`src/rtl/imm_gen_pipe.sv`:
```
// RV32I/RV64I immediate decoder with one output register plus a skid entry; latency 1 cycle.
// Backpressure: in_ready is registered and drops only once the skid entry fills, so stalls never drop data.
module imm_gen_pipe #(
  parameter int XLEN     = 32,
  parameter int TAG_W    = 32,
  parameter int SHAMT_EN = 1,
  parameter int CNT_W    = 16
) (
  input  logic             clk,
  input  logic             rst,
  input  logic             flush,
  input  logic             in_valid,
  output logic             in_ready,
  input  logic [31:0]      instr_in,
  input  logic [TAG_W-1:0] tag_in,
  output logic             out_valid,
  input  logic             out_ready,
  output logic [XLEN-1:0]  imm_out,
  output logic [2:0]       imm_type,
  output logic             illegal,
  output logic [TAG_W-1:0] tag_out,
  output logic [CNT_W-1:0] ill_cnt
);

  localparam logic [2:0] T_NONE  = 3'd0;
  localparam logic [2:0] T_I     = 3'd1;
  localparam logic [2:0] T_S     = 3'd2;
  localparam logic [2:0] T_B     = 3'd3;
  localparam logic [2:0] T_U     = 3'd4;
  localparam logic [2:0] T_J     = 3'd5;
  localparam logic [2:0] T_SHAMT = 3'd6;
  localparam logic [CNT_W-1:0] CNT_MAX = '1;

  typedef struct packed {
    logic [XLEN-1:0]  imm;
    logic [2:0]       typ;
    logic             ill;
    logic [TAG_W-1:0] tag;
  } ent_t;

  ent_t             w_dec;
  ent_t             r_main;
  ent_t             r_skid;
  logic             r_main_vld;
  logic             r_skid_vld;
  logic [CNT_W-1:0] r_cnt;
  logic [6:0]       w_op;
  logic [2:0]       w_f3;
  logic             w_accept;
  logic             w_deliver;

  assign w_op = instr_in[6:0];
  assign w_f3 = instr_in[14:12];

  always_comb begin
    w_dec     = '0;
    w_dec.tag = tag_in;
    case (w_op)
      7'b0000011, 7'b1100111: begin
        w_dec.typ = T_I;
        w_dec.imm = XLEN'($signed(instr_in[31:20]));
      end
      7'b0010011: begin
        if (SHAMT_EN != 0 && (w_f3 == 3'b001 || w_f3 == 3'b101)) begin
          w_dec.typ = T_SHAMT;
          w_dec.imm = (XLEN == 64) ? XLEN'(instr_in[25:20]) : XLEN'(instr_in[24:20]);
        end else begin
          w_dec.typ = T_I;
          w_dec.imm = XLEN'($signed(instr_in[31:20]));
        end
      end
      7'b0100011: begin
        w_dec.typ = T_S;
        w_dec.imm = XLEN'($signed({instr_in[31:25], instr_in[11:7]}));
      end
      7'b1100011: begin
        w_dec.typ = T_B;
        w_dec.imm = XLEN'($signed({instr_in[31], instr_in[7], instr_in[30:25],
                                   instr_in[11:8], 1'b0}));
      end
      7'b0110111, 7'b0010111: begin
        w_dec.typ = T_U;
        w_dec.imm = XLEN'($signed({instr_in[31:12], 12'b0}));
      end
      7'b1101111: begin
        w_dec.typ = T_J;
        w_dec.imm = XLEN'($signed({instr_in[31], instr_in[19:12], instr_in[20],
                                   instr_in[30:21], 1'b0}));
      end
      7'b0110011, 7'b0001111, 7'b1110011: w_dec.typ = T_NONE;
      default:                            w_dec.ill = 1'b1;
    endcase
  end

  assign w_accept  = in_valid & ~r_skid_vld;
  assign w_deliver = r_main_vld & out_ready;

  // Invariant: the skid entry is only ever occupied while the main entry is.
  always_ff @(posedge clk or posedge rst) begin
    if (rst) begin
      r_main     <= '0;
      r_skid     <= '0;
      r_main_vld <= 1'b0;
      r_skid_vld <= 1'b0;
      r_cnt      <= '0;
    end else begin
      if (w_deliver && r_main.ill && r_cnt != CNT_MAX)
        r_cnt <= r_cnt + 1'b1;
      if (flush) begin
        r_main_vld <= 1'b0;
        r_skid_vld <= 1'b0;
      end else if (w_deliver) begin
        if (r_skid_vld) begin
          r_main     <= r_skid;
          r_skid_vld <= 1'b0;
        end else if (w_accept) begin
          r_main <= w_dec;
        end else begin
          r_main_vld <= 1'b0;
        end
      end else if (w_accept) begin
        if (!r_main_vld) begin
          r_main     <= w_dec;
          r_main_vld <= 1'b1;
        end else begin
          r_skid     <= w_dec;
          r_skid_vld <= 1'b1;
        end
      end
    end
  end

  assign in_ready  = ~r_skid_vld;
  assign out_valid = r_main_vld;
  assign imm_out   = r_main.imm;
  assign imm_type  = r_main.typ;
  assign illegal   = r_main.ill;
  assign tag_out   = r_main.tag;
  assign ill_cnt   = r_cnt;

endmodule

```
`config.mk`:
```
export PLATFORM = sky130hd
export DESIGN_NAME = imm_gen_pipe
export DESIGN_NICKNAME = d
export VERILOG_FILES = /design/src/rtl/imm_gen_pipe.sv
export SDC_FILE = /design/constraint.sdc
export NUM_CORES = 1
export LEC_CHECK = 0
export ABC_CLOCK_PERIOD_IN_PS = 5200
export CAP_MARGIN = 5
export CORE_MARGIN = 5
export CORE_UTILIZATION = 39
export CTS_CLUSTER_SIZE = 28
export DETAILED_ROUTE_END_ITERATION = 16
export GPL_TIMING_DRIVEN = 0
export PLACE_DENSITY = 0.7
export SLEW_MARGIN = 10
export SYNTH_ARGS = -nofsm -noshare
export SYNTH_HDL_FRONTEND = slang
export SYNTH_SLANG_ARGS = --single-unit
```
`constraint.sdc`:
```
create_clock -name clk -period 5.2 [get_ports clk]
set_clock_uncertainty 0.05 [all_clocks]
set_input_delay 0.78 -clock clk [delete_from_list [all_inputs] [get_ports clk]]
set_output_delay 0.78 -clock clk [all_outputs]
set_load 0.01 [all_outputs]
```
Yosys cells after proc, flatten, opt, wreduce, memory -nomap -nowiden

Index checks and enable logic that the tools add are counted.

Output and inout port bits: 86
Bits in registers: 154
Input bits: 69

Reductions and logical operators: 14
Bitwise operators: 5
Eq/ne operators: 17
Muxes and demuxes: 18
$add $sub $neg: 1

Operators with widths:

| kind                                                                   | number |
|---|---|
| 68-bit two-way mux                                                     | 5 |
| 32-bit case mux with 6 select lines                                    | 1 |
| 35-bit two-way mux                                                     | 1 |
| 7-bit equality test (second input constant)                            | 4 |
| 7-bit by 6-bit equality test with 1-bit output (second input constant) | 3 |
| 3-bit case mux with 6 select lines                                     | 1 |
| 16-bit by 1-bit adder with 16-bit output (second input constant)       | 1 |
| 16-bit inequality test (second input constant)                         | 1 |
| 7-bit by 5-bit equality test with 1-bit output (second input constant) | 2 |
| 11-bit OR reduction                                                    | 1 |
| 1-bit two-way mux                                                      | 10 |
| 4-bit AND reduction                                                    | 2 |
| 7-bit by 2-bit equality test with 1-bit output (second input constant) | 1 |
| 7-bit by 4-bit equality test with 1-bit output (second input constant) | 1 |
| 3-bit inequality test (second input constant)                          | 2 |
| 3-bit nonzero test                                                     | 2 |
| 2-bit nonzero test                                                     | 2 |
| 2-bit OR reduction                                                     | 2 |
| 3-bit by 1-bit equality test with 1-bit output (second input constant) | 1 |
| 3-bit equality test (second input constant)                            | 1 |
| 1-bit NOT                                                              | 3 |
| 3-bit AND reduction                                                    | 1 |
| 1-bit bitwise AND                                                      | 2 |
| 1-bit logical AND                                                      | 2 |
| other kinds (3)                                                        | 3 |

Depth between registers and ports, before layout

Gate-level depths: netlist of the first run.

Word-level depth: 7
Mapped depth: 8
Mapped depth without buffers: 6

Least setup slack after synthesis of the first run

OpenSTA, ideal clock, no wires.

Kind: in2reg
Start point: input port out_ready
End point: register r_main, in the netlist imm_out[15]
Stages on the path: 7
Arrival: 2.003 ns
Library setup time: 0.130 ns
Required time: 5.020 ns
Slack: 3.017 ns
Buffers on the path: 2
Cells stage by stage: buf_2 > nor2b_4 > or4_1 > buf_2 > or3_1 > o21ai_0 > a21oi_1

Longest elaborated chain between the ends: 3

Ends and longest elaborated chain:

| element                                                                                          | RTL line | text |
|---|---|---|
| start: declaration                                                                               | 17       | `input logic out_ready,` |
| 1-bit bitwise AND *                                                                              | 96       | `assign w_deliver = r_main_vld & out_ready;` |
| 2-bit by 1-bit inequality test with 1-bit output (no line) or 2-bit nonzero test (tied branches) | n/a      |  |
| 4-bit AND reduction (no line)                                                                    | n/a      |  |
| end signal: assignment                                                                           | 114      | `r_main <= r_skid;` |
| end signal: assignment                                                                           | 117      | `r_main <= w_dec;` |
| end signal: assignment                                                                           | 123      | `r_main <= w_dec;` |
| end: declaration                                                                                 | 42       | `ent_t r_main;` |

Mark *: on every way between the ends. The rest lies on a longest branch, timed or not.
A chain may end at the register's enable or synchronous reset.

Worst setup path after layout of the first run

Start point: input port in_valid
End point: register r_skid[51] (netlist name)

Longest elaborated chain between the ends: 2

Ends and longest elaborated chain:

| element                       | RTL line | text |
|---|---|---|
| start: declaration            | 12       | `input logic in_valid,` |
| 1-bit bitwise AND             | 95       | `assign w_accept = in_valid & ~r_skid_vld;` |
| 4-bit AND reduction (no line) | n/a      |  |
| end signal: assignment        | 126      | `r_skid <= w_dec;` |
| end: declaration              | 43       | `ent_t r_skid;` |

Every way passes these cells.

==> results of run 1 <==
## cells in the final DEF (no fill, tap or decap), drive strengths merged, types with 4 or more instances in the layout
| cell | n |
|---|---|
| nand3 | 8 |
| o22a | 12 |
| xnor2 | 8 |
| dfrtp | 154 |
| buf | 28 |
| a21o | 4 |
| nor2b | 6 |
| nand4 | 6 |
| o21ai | 59 |
| a21oi | 32 |
| nand2 | 202 |
| and3 | 17 |
| a22o | 7 |
| clkdlybuf4s50 | 152 |
| nor2 | 68 |
| o22ai | 13 |
| inv | 7 |
| clkbuf | 45 |
| nor3 | 4 |
| a22oi | 4 |
| a31oi | 41 |
| or3 | 6 |
| and2 | 13 |
| a221oi | 7 |
## where the power goes
part	internal (W)	switching [W]	leakage [nW]
Clock	0.000800	0.000476	0.291
Sequential	0.00140	0.000116	1.94
Combinational	0.000332	0.000293	1.92
## layout make-up
class | instances | area share, %
tap | 225 | 3.00
multi-input combinational | 543 | 30.2
timing repair buffer | 153 | 16.5
inverter | 7 | 0.360
buffer | 49 | 2.53
sequential | 154 | 41.0
clock buffer | 23 | 5.19
clock inverter | 7 | 1.23
## state kept, by name (all words and copies together) (netlist names)
name,count
imm_type,3
r_skid_vld,1
imm_out,32
ill_cnt,16
tag_out,32
out_valid,1
illegal,1
r_skid,68
## critical path, stage by stage
cell,delay [ns]
clkdlybuf4s50_1,0.52
nand2_1,0.11
nor4_1,0.42
buf_2,0.36
buf_1,0.44
nor2_1,0.07
a31oi_1,0.16
## per-stage QoR
| step | hold slack, ns | total power, W | cells | setup slack [ns] |
|---|---|---|---|---|
| 2_1_floorplan | 0.392 | 0.00182 | 753 | 0.220 |
| 5_1_grt | 0.439 | 0.00358 | 1161 | 2.46 |
| 3_5_place_dp | 0.412 | 0.00217 | 1131 | 2.18 |
| 3_3_place_gp | 0.404 | 0.00214 | 1130 | -2.03 |
| 4_1_cts | 0.426 | 0.00344 | 1161 | 2.61 |
| 6_report | 0.425 | 0.00341 | 1161 | 2.63 |
## layer usage
layer / part of all wire [%] / vias to the layer above / track usage, %
li1: - / 2943 / -
met1: 44 / 2975 / 26.2
met2: 47 / 192 / 31.0
met3: 6.1 / 29 / 4.46
met4: 2.1 / 0 / 6.44
met5: 0 / - / 0
## final timing paths
check	from	endpoint	slack (ns)	cells after the start
min in group asynchronous	rst	ill_cnt[11]	0.69	2
max in group asynchronous	rst	r_skid[32]	3.55	3
worst max-delay path	in_valid	r_skid[51]	2.63	7
worst min register to register	r_skid[4]	r_skid[4]	0.42	2
worst max register to register	out_valid	imm_type[0]	2.96	6
worst min-delay path	r_skid[4]	r_skid[4]	0.42	2
## logic make-up after synthesis
logic type / Yosys count / share of synthesized area (%)
AOI/OAI and AO/OA: 182 / 16.5
xor gates and xnor gates: 10 / 1.26
adders and majority gates: 1 / 0.180
buffers and inverters: 56 / 3.80
DFF: 154 / 55.4
muxes: 1 / 0.162
and+or+nand+nor: 349 / 22.7
==> results.json, run 1 <==
{
  "outcome": "finished, final reports clean",
  "yosysSeqAreaShare_pct": 55.4,
  "ys.flop_type": "dfrtp_1",
  "grt_antenna_before_repair": 0,
  "place_congestion": 0.882,
  "peakVddDrop_uv": 250,
  "die-width_um": 144,
  "wl_um": 19500,
  "initial_core_util_pct": 39.9,
  "cp.required_ns": 5.49,
  "viasPerCell": 5.29,
  "drt_iter0_drc": 431,
  "multi_input_area_um2": 2840,
  "holdBufCountCts": 0,
  "clk_path_buf_depth": 2,
  "ys_async_sr_fraction_pct": 100,
  "post_cts_resized": 0,
  "max_freq_mhz": 389,
  "synth_top_area_share_pct": 55.4,
  "gr-total-overflow": 0,
  "cts_tree": "built",
  "nets": 995,
  "synthesis.area_um2": 6950,
  "powerDensity_nw_per_um2": 363,
  "worstPathArrival_ns": 2.86,
  "drv_slew": 0,
  "critPathMaxFanout": 10,
  "grt_pass1_vias": 5996,
  "placed_cell_area_um2": 8790,
  "yosysMostFrequentCell": "nand2_1",
  "rsz0062_at_grt": "false",
  "clockRootBuffer": "clkbuf_16",
  "grt_max_degree": 116,
  "detail_route.drc_violations": 0,
  "syn_nets": 823,
  "tightest_slew_ns": 0.842,
  "period_needed_ns": 2.57,
  "fin_area_um2": 9400,
  "timing.setup.tns_ns": 0,
  "boundaryPins": 155,
  "diodes": 0,
  "ys_top_cells_by_area": "dfrtp_1 55%, nand2_1 11%, a31oi_1 3.7%, nor2_1 3.5%, o21ai_0 2.7%",
  "start_kind": "input pin",
  "hold_viol": 0,
  "ys_ff_latch": 154,
  "synthTopCellsByCount": "201 x nand2_1, 154 x dfrtp_1, 65 x nor2_1",
  "synth_edf_count": 0,
  "dieArea_um2": 20600,
  "port-buffer-count": 152,
  "coreArea_um2": 17400,
  "synthCells": 753,
  "synth_cell_types": 51,
  "slew_headroom_pct": 43.8,
  "worstSetupPathType": "input pin to register",
  "synthToLayoutAreaGrowth_pct": 35.1,
  "final_core_util_pct": 53.9,
  "num_vias": 6139,
  "fillers": 1642,
  "postCtsSetupRepairBufs": 0,
  "fin_crit_sh_pct": 49.5,
  "cts_sinks": 154,
  "firstDrtPassIters": 5,
  "leakage_nw": 4.16,
  "ant_nets": 0,
  "drive_above_1_share_pct": 7.91,
  "place_hpwl_um": 14100,
  "clk_pin_slew_worst_paths_ns": 0.06,
  "cap_violations": 0,
  "min_path_type": "register to register",
  "wire_per_inst_um": 16.8,
  "regArea_um2": 3850,
  "syn_area_per_cell_um2": 9.24,
  "worstSetupEndpointType": "register",
  "ctsHtreeMaxLevel": 4,
  "clk_latency_ns": 0.42,
  "grt_pass1_wl_um": 31500,
  "cts_buffers": 17,
  "grt_usage_pct": 19.4,
  "synth_top_cell_by_area": "dfrtp_1",
  "dieHeight_um": 144,
  "rows": 48,
  "yosys_warnings": 0,
  "setup_viol_count_final": 0
}
Note: power is estimated with default switching activity, not from simulation.
==> run 2: changes to the inputs <==
--- a/config.mk
+++ b/config.mk
@@ -5,7 +5,7 @@
 export SDC_FILE = /design/constraint.sdc
 export NUM_CORES = 1
 export LEC_CHECK = 0
-export ABC_CLOCK_PERIOD_IN_PS = 5200
+export ABC_CLOCK_PERIOD_IN_PS = 2300
 export CAP_MARGIN = 5
 export CORE_MARGIN = 5
 export CORE_UTILIZATION = 39
==> constraint.sdc (replaced) <==
create_clock -name clk -period 2.3 [get_ports clk]
set_clock_uncertainty 0.05 [all_clocks]
set_input_delay 0.345 -clock clk [delete_from_list [all_inputs] [get_ports clk]]
set_output_delay 0.345 -clock clk [all_outputs]
set_load 0.01 [all_outputs]
==> run 2 against run 1 <==
Cell area rose by 2.1%. Die area did not move. Sequential power rose by 130%. Power rose by 140%. First-iteration DRC count fell by 3.7%. Core utilization rose by 1.1 points. Register-to-register slack got worse by 2.8 ns. Combinational power rose by 130%. Clock power rose to 2.6 times the previous value. Global-route usage fell by 0.31 points. Hold slack got worse by 0.23 ns. Count of clock-buffer cells in the layout fell by 2. Critical path type is now register to register. Critical endpoint is now tag_out[13]. Largest power group unchanged.
==> results.json, run 2 (synthesized netlist as in run 1, its figures left out) <==
{
  "initial_core_util_pct": 39.9,
  "leakage_nw": 4.24,
  "cp.required_ns": 2.59,
  "final_common_cell": "nand2_1",
  "largest_register_ffs": 68,
  "setup_viol_count_final": 0,
  "boundaryPins": 155,
  "coreArea_um2": 17400,
  "multi_input_area_um2": 2840,
  "min_path_type": "input pin to asynchronous set/reset pin",
  "clk_pin_slew_worst_paths_ns": 0.06,
  "finalPower_w": 0.00817,
  "drive_above_1_share_pct": 9.02,
  "cts_buffers": 17,
  "clockRootBuffer": "clkbuf_16",
  "hold_viol": 0,
  "powerDensity_nw_per_um2": 852,
  "place_hpwl_um": 14400,
  "die-width_um": 144,
  "regArea_um2": 3850,
  "crit_slowest_cell": "clkbuf_1",
  "wl_um": 19200,
  "ctsHtreeMaxLevel": 4,
  "slew_headroom_pct": 63.2,
  "dieHeight_um": 144,
  "cts_sinks": 154,
  "drt_iter0_drc": 415,
  "final_core_util_pct": 55.1,
  "max_freq_mhz": 471,
  "port-buffer-count": 152,
  "outcome": "finished, final reports clean",
  "whs_ns": 0.196,
  "grt_max_degree": 33,
  "rows": 48,
  "largest-register": "r_skid",
  "viasPerCell": 5.18,
  "grt_usage_pct": 19.1,
  "detail_route.drc_violations": 0,
  "critPathTopFamily": "buffers and inverters",
  "grt_pass1_wl_um": 31000,
  "firstDrtPassIters": 5,
  "gr-total-overflow": 0,
  "num_vias": 6049,
  "cts_tree": "built",
  "nets": 999,
  "diodes": 0,
  "synthToLayoutAreaGrowth_pct": 37.9,
  "ant_nets": 0,
  "start_kind": "register",
  "place_congestion": 0.897,
  "worstSetupPathType": "register to register",
  "cp_num_buf_inv": 3,
  "cp_common_cell": "clkbuf_1",
  "critPathMaxFanout": 10,
  "fillers": 1561,
  "clk_latency_ns": 0.42,
  "fin_crit_sh_pct": 92.2,
  "crit_chain": "buf_6, and3_1, clkbuf_1, clkbuf_1, nand2_1, a31oi_1",
  "worstSetupEndpointType": "register",
  "period_needed_ns": 2.12,
  "final_cell_mix": "201 x nand2_1, 154 x dfrtp_1, 152 x clkdlybuf4s50_1",
  "peakVddDrop_uv": 588,
  "clk_path_buf_depth": 2,
  "grt_antenna_before_repair": 0,
  "grt_pass1_vias": 5888,
  "worstPathArrival_ns": 2.41,
  "wire_per_inst_um": 16.4,
  "cap_violations": 0,
  "slowest_delay_ns": 0.47,
  "rsz0062_at_grt": "false",
  "tightest_slew_ns": 0.552,
  "drv_slew": 0,
  "dieArea_um2": 20600
}
[run 2: timing repair]
action                                  in CTS  in global routing
endpoints found under the setup margin       0                 40
gates resized for setup                      0                 12
hold buffers                                 0                  0
setup buffers                                0                  0
[run 2: routing by layer]
metal / track usage (%) / up-vias / part of all wire [%]
met5: 0 / - / 0
met4: 6.10 / 0 / 1.9
met3: 4.03 / 28 / 6.3
met2: 31.4 / 164 / 49
met1: 25.3 / 2907 / 43
li1: - / 2950 / -
[run 2: stage by stage]
step           area, um^2  setup TNS (ns)  std cells  setup WS [ns]
2_1_floorplan        6960           -6.15        753        -0.0399
3_3_place_gp         8760         -231.88       1130          -1.43
3_5_place_dp         8860          -14.21       1135         -0.262
4_1_cts              9570               0       1167         0.0357
5_1_grt              9590               0       1167         0.0285
6_report             9590               0       1167          0.179
[run 2: final cells by class]
type,count,area share [%]
inverter,7,0.313
clock inverter,11,2.49
clock buffer,21,4.90
sequential,154,40.2
tap,225,2.93
buffer,49,2.65
timing repair buffer,157,16.9
multi-input combinational,543,29.6
[run 2: where the power goes]
part | switching (W) | total, W | internal, W
Sequential | 0.000260 | 0.00342 | 0.00316
Combinational | 0.000663 | 0.00143 | 0.000767
Clock | 0.00109 | 0.00333 | 0.00223
Total | 0.00202 | 0.00817 | 0.00616
[run 2: worst paths after layout]
path / start / end / slack, ns / depth (start not counted)
worst min register to register: r_skid[40] / r_skid[40] / 0.42 / 2
worst max register to register: out_valid / tag_out[13] / 0.18 / 6
max in group asynchronous: rst / r_skid[30] / 0.90 / 6
worst min-delay path: rst / tag_out[29] / 0.20 / 2
worst max-delay path: out_valid / tag_out[13] / 0.18 / 6
min in group clk: out_ready / r_skid_vld / 0.22 / 2
==> run 3: changes to the inputs <==
--- a/config.mk
+++ b/config.mk
@@ -8,11 +8,11 @@
 export ABC_CLOCK_PERIOD_IN_PS = 2300
 export CAP_MARGIN = 5
 export CORE_MARGIN = 5
-export CORE_UTILIZATION = 39
+export CORE_UTILIZATION = 45
 export CTS_CLUSTER_SIZE = 28
 export DETAILED_ROUTE_END_ITERATION = 16
 export GPL_TIMING_DRIVEN = 0
-export PLACE_DENSITY = 0.7
+export PLACE_DENSITY = 0.78
 export SLEW_MARGIN = 10
 export SYNTH_ARGS = -nofsm -noshare
 export SYNTH_HDL_FRONTEND = slang
==> run 3 against run 2 <==
Setup slack worse by 0.018 ns. Flip-flop and latch count did not move. Register-to-register slack worse by 0.02 ns. Global-route usage rose by 2.4 points. Maximum frequency down 0.86%. Hold slack better by 0.052 ns. Sequential share of layout area grew 1.3 points.
==> results.json, run 3 (synthesized netlist as in run 1, its figures left out) <==
{
  "outcome": "finished, final reports clean",
  "setup_viol_count_final": 0,
  "boundaryPins": 155,
  "die-width_um": 134,
  "place_congestion": 0.887,
  "place_ws_ns": -0.191,
  "clockRootBuffer": "clkbuf_16",
  "dieHeight_um": 134,
  "power_frac_clock_pct": 33.4,
  "reg2reg_slack_ns": 0.16,
  "nets": 998,
  "post_cts_resized": 0,
  "cap_violations": 0,
  "postCtsSetupRepairBufs": 0,
  "grt_usage_pct": 21.4,
  "worstReg2RegStart": "out_valid",
  "worstSetupPathType": "register to register",
  "port-buffer-count": 152,
  "rr_endpoint": "r_skid[53]",
  "slew_headroom_pct": 51.9,
  "wire_per_inst_um": 16.8,
  "seq_power_share_pct": 47.1,
  "holdBufCountCts": 0,
  "viasPerCell": 5.45,
  "wl_um": 18900,
  "critPathMaxFanout": 10,
  "combPwrFrac_pct": 19.5,
  "powerDensity_nw_per_um2": 782,
  "hold_viol": 0,
  "worstPathArrival_ns": 2.43,
  "place_hpwl_um": 13900,
  "final_common_cell": "nand2_1",
  "peakVddDrop_uv": 515,
  "ant_nets": 0,
  "num_vias": 6141,
  "final_cell_mix": "201 x nand2_1, 154 x dfrtp_1, 152 x clkdlybuf4s50_1",
  "coreArea_um2": 15200,
  "synthToLayoutAreaGrowth_pct": 33.7,
  "cts_sinks": 154,
  "leakage_nw": 4.14,
  "clk_path_buf_depth": 2,
  "clk_latency_ns": 0.42,
  "switching_power_w": 0.00194,
  "cts_buffers": 17,
  "drt_iter0_drc": 380,
  "start_kind": "register",
  "gr-total-overflow": 0,
  "drive_above_1_share_pct": 8.00,
  "max_freq_mhz": 467,
  "reg2regPathDepth": 7,
  "switching_share_pct": 26.7,
  "hold_depth": 2,
  "drv_slew": 0,
  "detail_route.drc_violations": 0,
  "min_path_type": "input pin to register",
  "worstSetupEndpointType": "register",
  "clk_pin_slew_worst_paths_ns": 0.06,
  "largest_register_ffs": 68,
  "diodes": 0,
  "intPower_w": 0.00533,
  "setup_slack_ns": 0.160,
  "final_core_util_pct": 61.2,
  "initial_core_util_pct": 45.7,
  "largest-register": "r_skid",
  "min_to": "r_skid_vld",
  "tightest_slew_ns": 0.720,
  "grt_pass1_vias": 6047,
  "ctsHtreeMaxLevel": 4,
  "cp.required_ns": 2.59,
  "grt_max_degree": 38,
  "cts_tree": "built",
  "firstDrtPassIters": 5,
  "fillers": 1315,
  "grt_antenna_before_repair": 0,
  "fin_crit_sh_pct": 93.0,
  "rows": 45,
  "grt_pass1_wl_um": 30900,
  "worstHoldStart": "out_ready",
  "dieArea_um2": 18000,
  "period_needed_ns": 2.14,
  "rsz0062_at_grt": "false"
}
[run 3: area by class of cell]
type | instances | area [um^2] | area share (%)
inverters | 7 | 30.0 | 0.323
multi-input cells | 543 | 2840 | 30.6
plain buffers | 49 | 240 | 2.58
clock buffers | 25 | 475 | 5.11
flip-flops and latches | 154 | 3850 | 41.4
well taps | 188 | 235 | 2.53
clock inverters | 4 | 20.0 | 0.215
repair buffers | 156 | 1600 | 17.2
[run 3: per-stage QoR]
step,std cells,total power [W],instance area (um^2),hold slack [ns],TNS (ns)
5_1_grt,1126,0.00763,9300,0.258,0
6_report,1126,0.00727,9300,0.248,0
2_1_floorplan,753,0.00411,6960,0.358,-6.15
4_1_cts,1126,0.00733,9290,0.232,0
3_3_place_gp,1093,0.00484,8710,0.403,-216.30
3_5_place_dp,1097,0.00490,8790,0.412,-7.21
[run 3: worst max-delay path, cell delays in order (launching register included)]
cell      delay (ns)
dfrtp_1         0.36
buf_6           0.14
nand2_1         0.09
nor4_1          0.37
buf_2           0.34
clkbuf_1        0.43
nor2_1          0.11
a31oi_1         0.16
[run 3: power by group through the flow]
| stage | Sequential (W) | Combinational [W] | Clock [W] |
|---|---|---|---|
| floorplan | 0.00352 | 0.000590 | 0 |
| global placement | 0.00345 | 0.00139 | 0 |
| detailed placement | 0.00347 | 0.00143 | 0 |
| CTS | 0.00343 | 0.00144 | 0.00247 |
| global route | 0.00349 | 0.00157 | 0.00258 |
| finish | 0.00343 | 0.00142 | 0.00243 |
[run 3: metal layers]
metal | track usage (%) | share of wire [%]
met3 | 4.13 | 5.4
met1 | 28.4 | 44
met4 | 8.43 | 2.1
met5 | 0 | 0
met2 | 34.9 | 49
[run 3: worst max-delay path by stage]
| stage | startpoint | endpoint | slack (ns) | cells past startpoint |
|---|---|---|---|---|
| finish | out_valid | r_skid[53] | 0.16 | 7 |
| global route | out_valid | r_skid[55] | 0.02 | 7 |
| CTS | out_valid | imm_type[2] | 0.12 | 6 |
| detailed placement | instr_in[6] | imm_type[2] | -0.19 | 6 |
| global placement | rst | r_skid[6] | -1.38 | 2 |
| floorplan | rst | ill_cnt[0] | -0.04 | 1 |
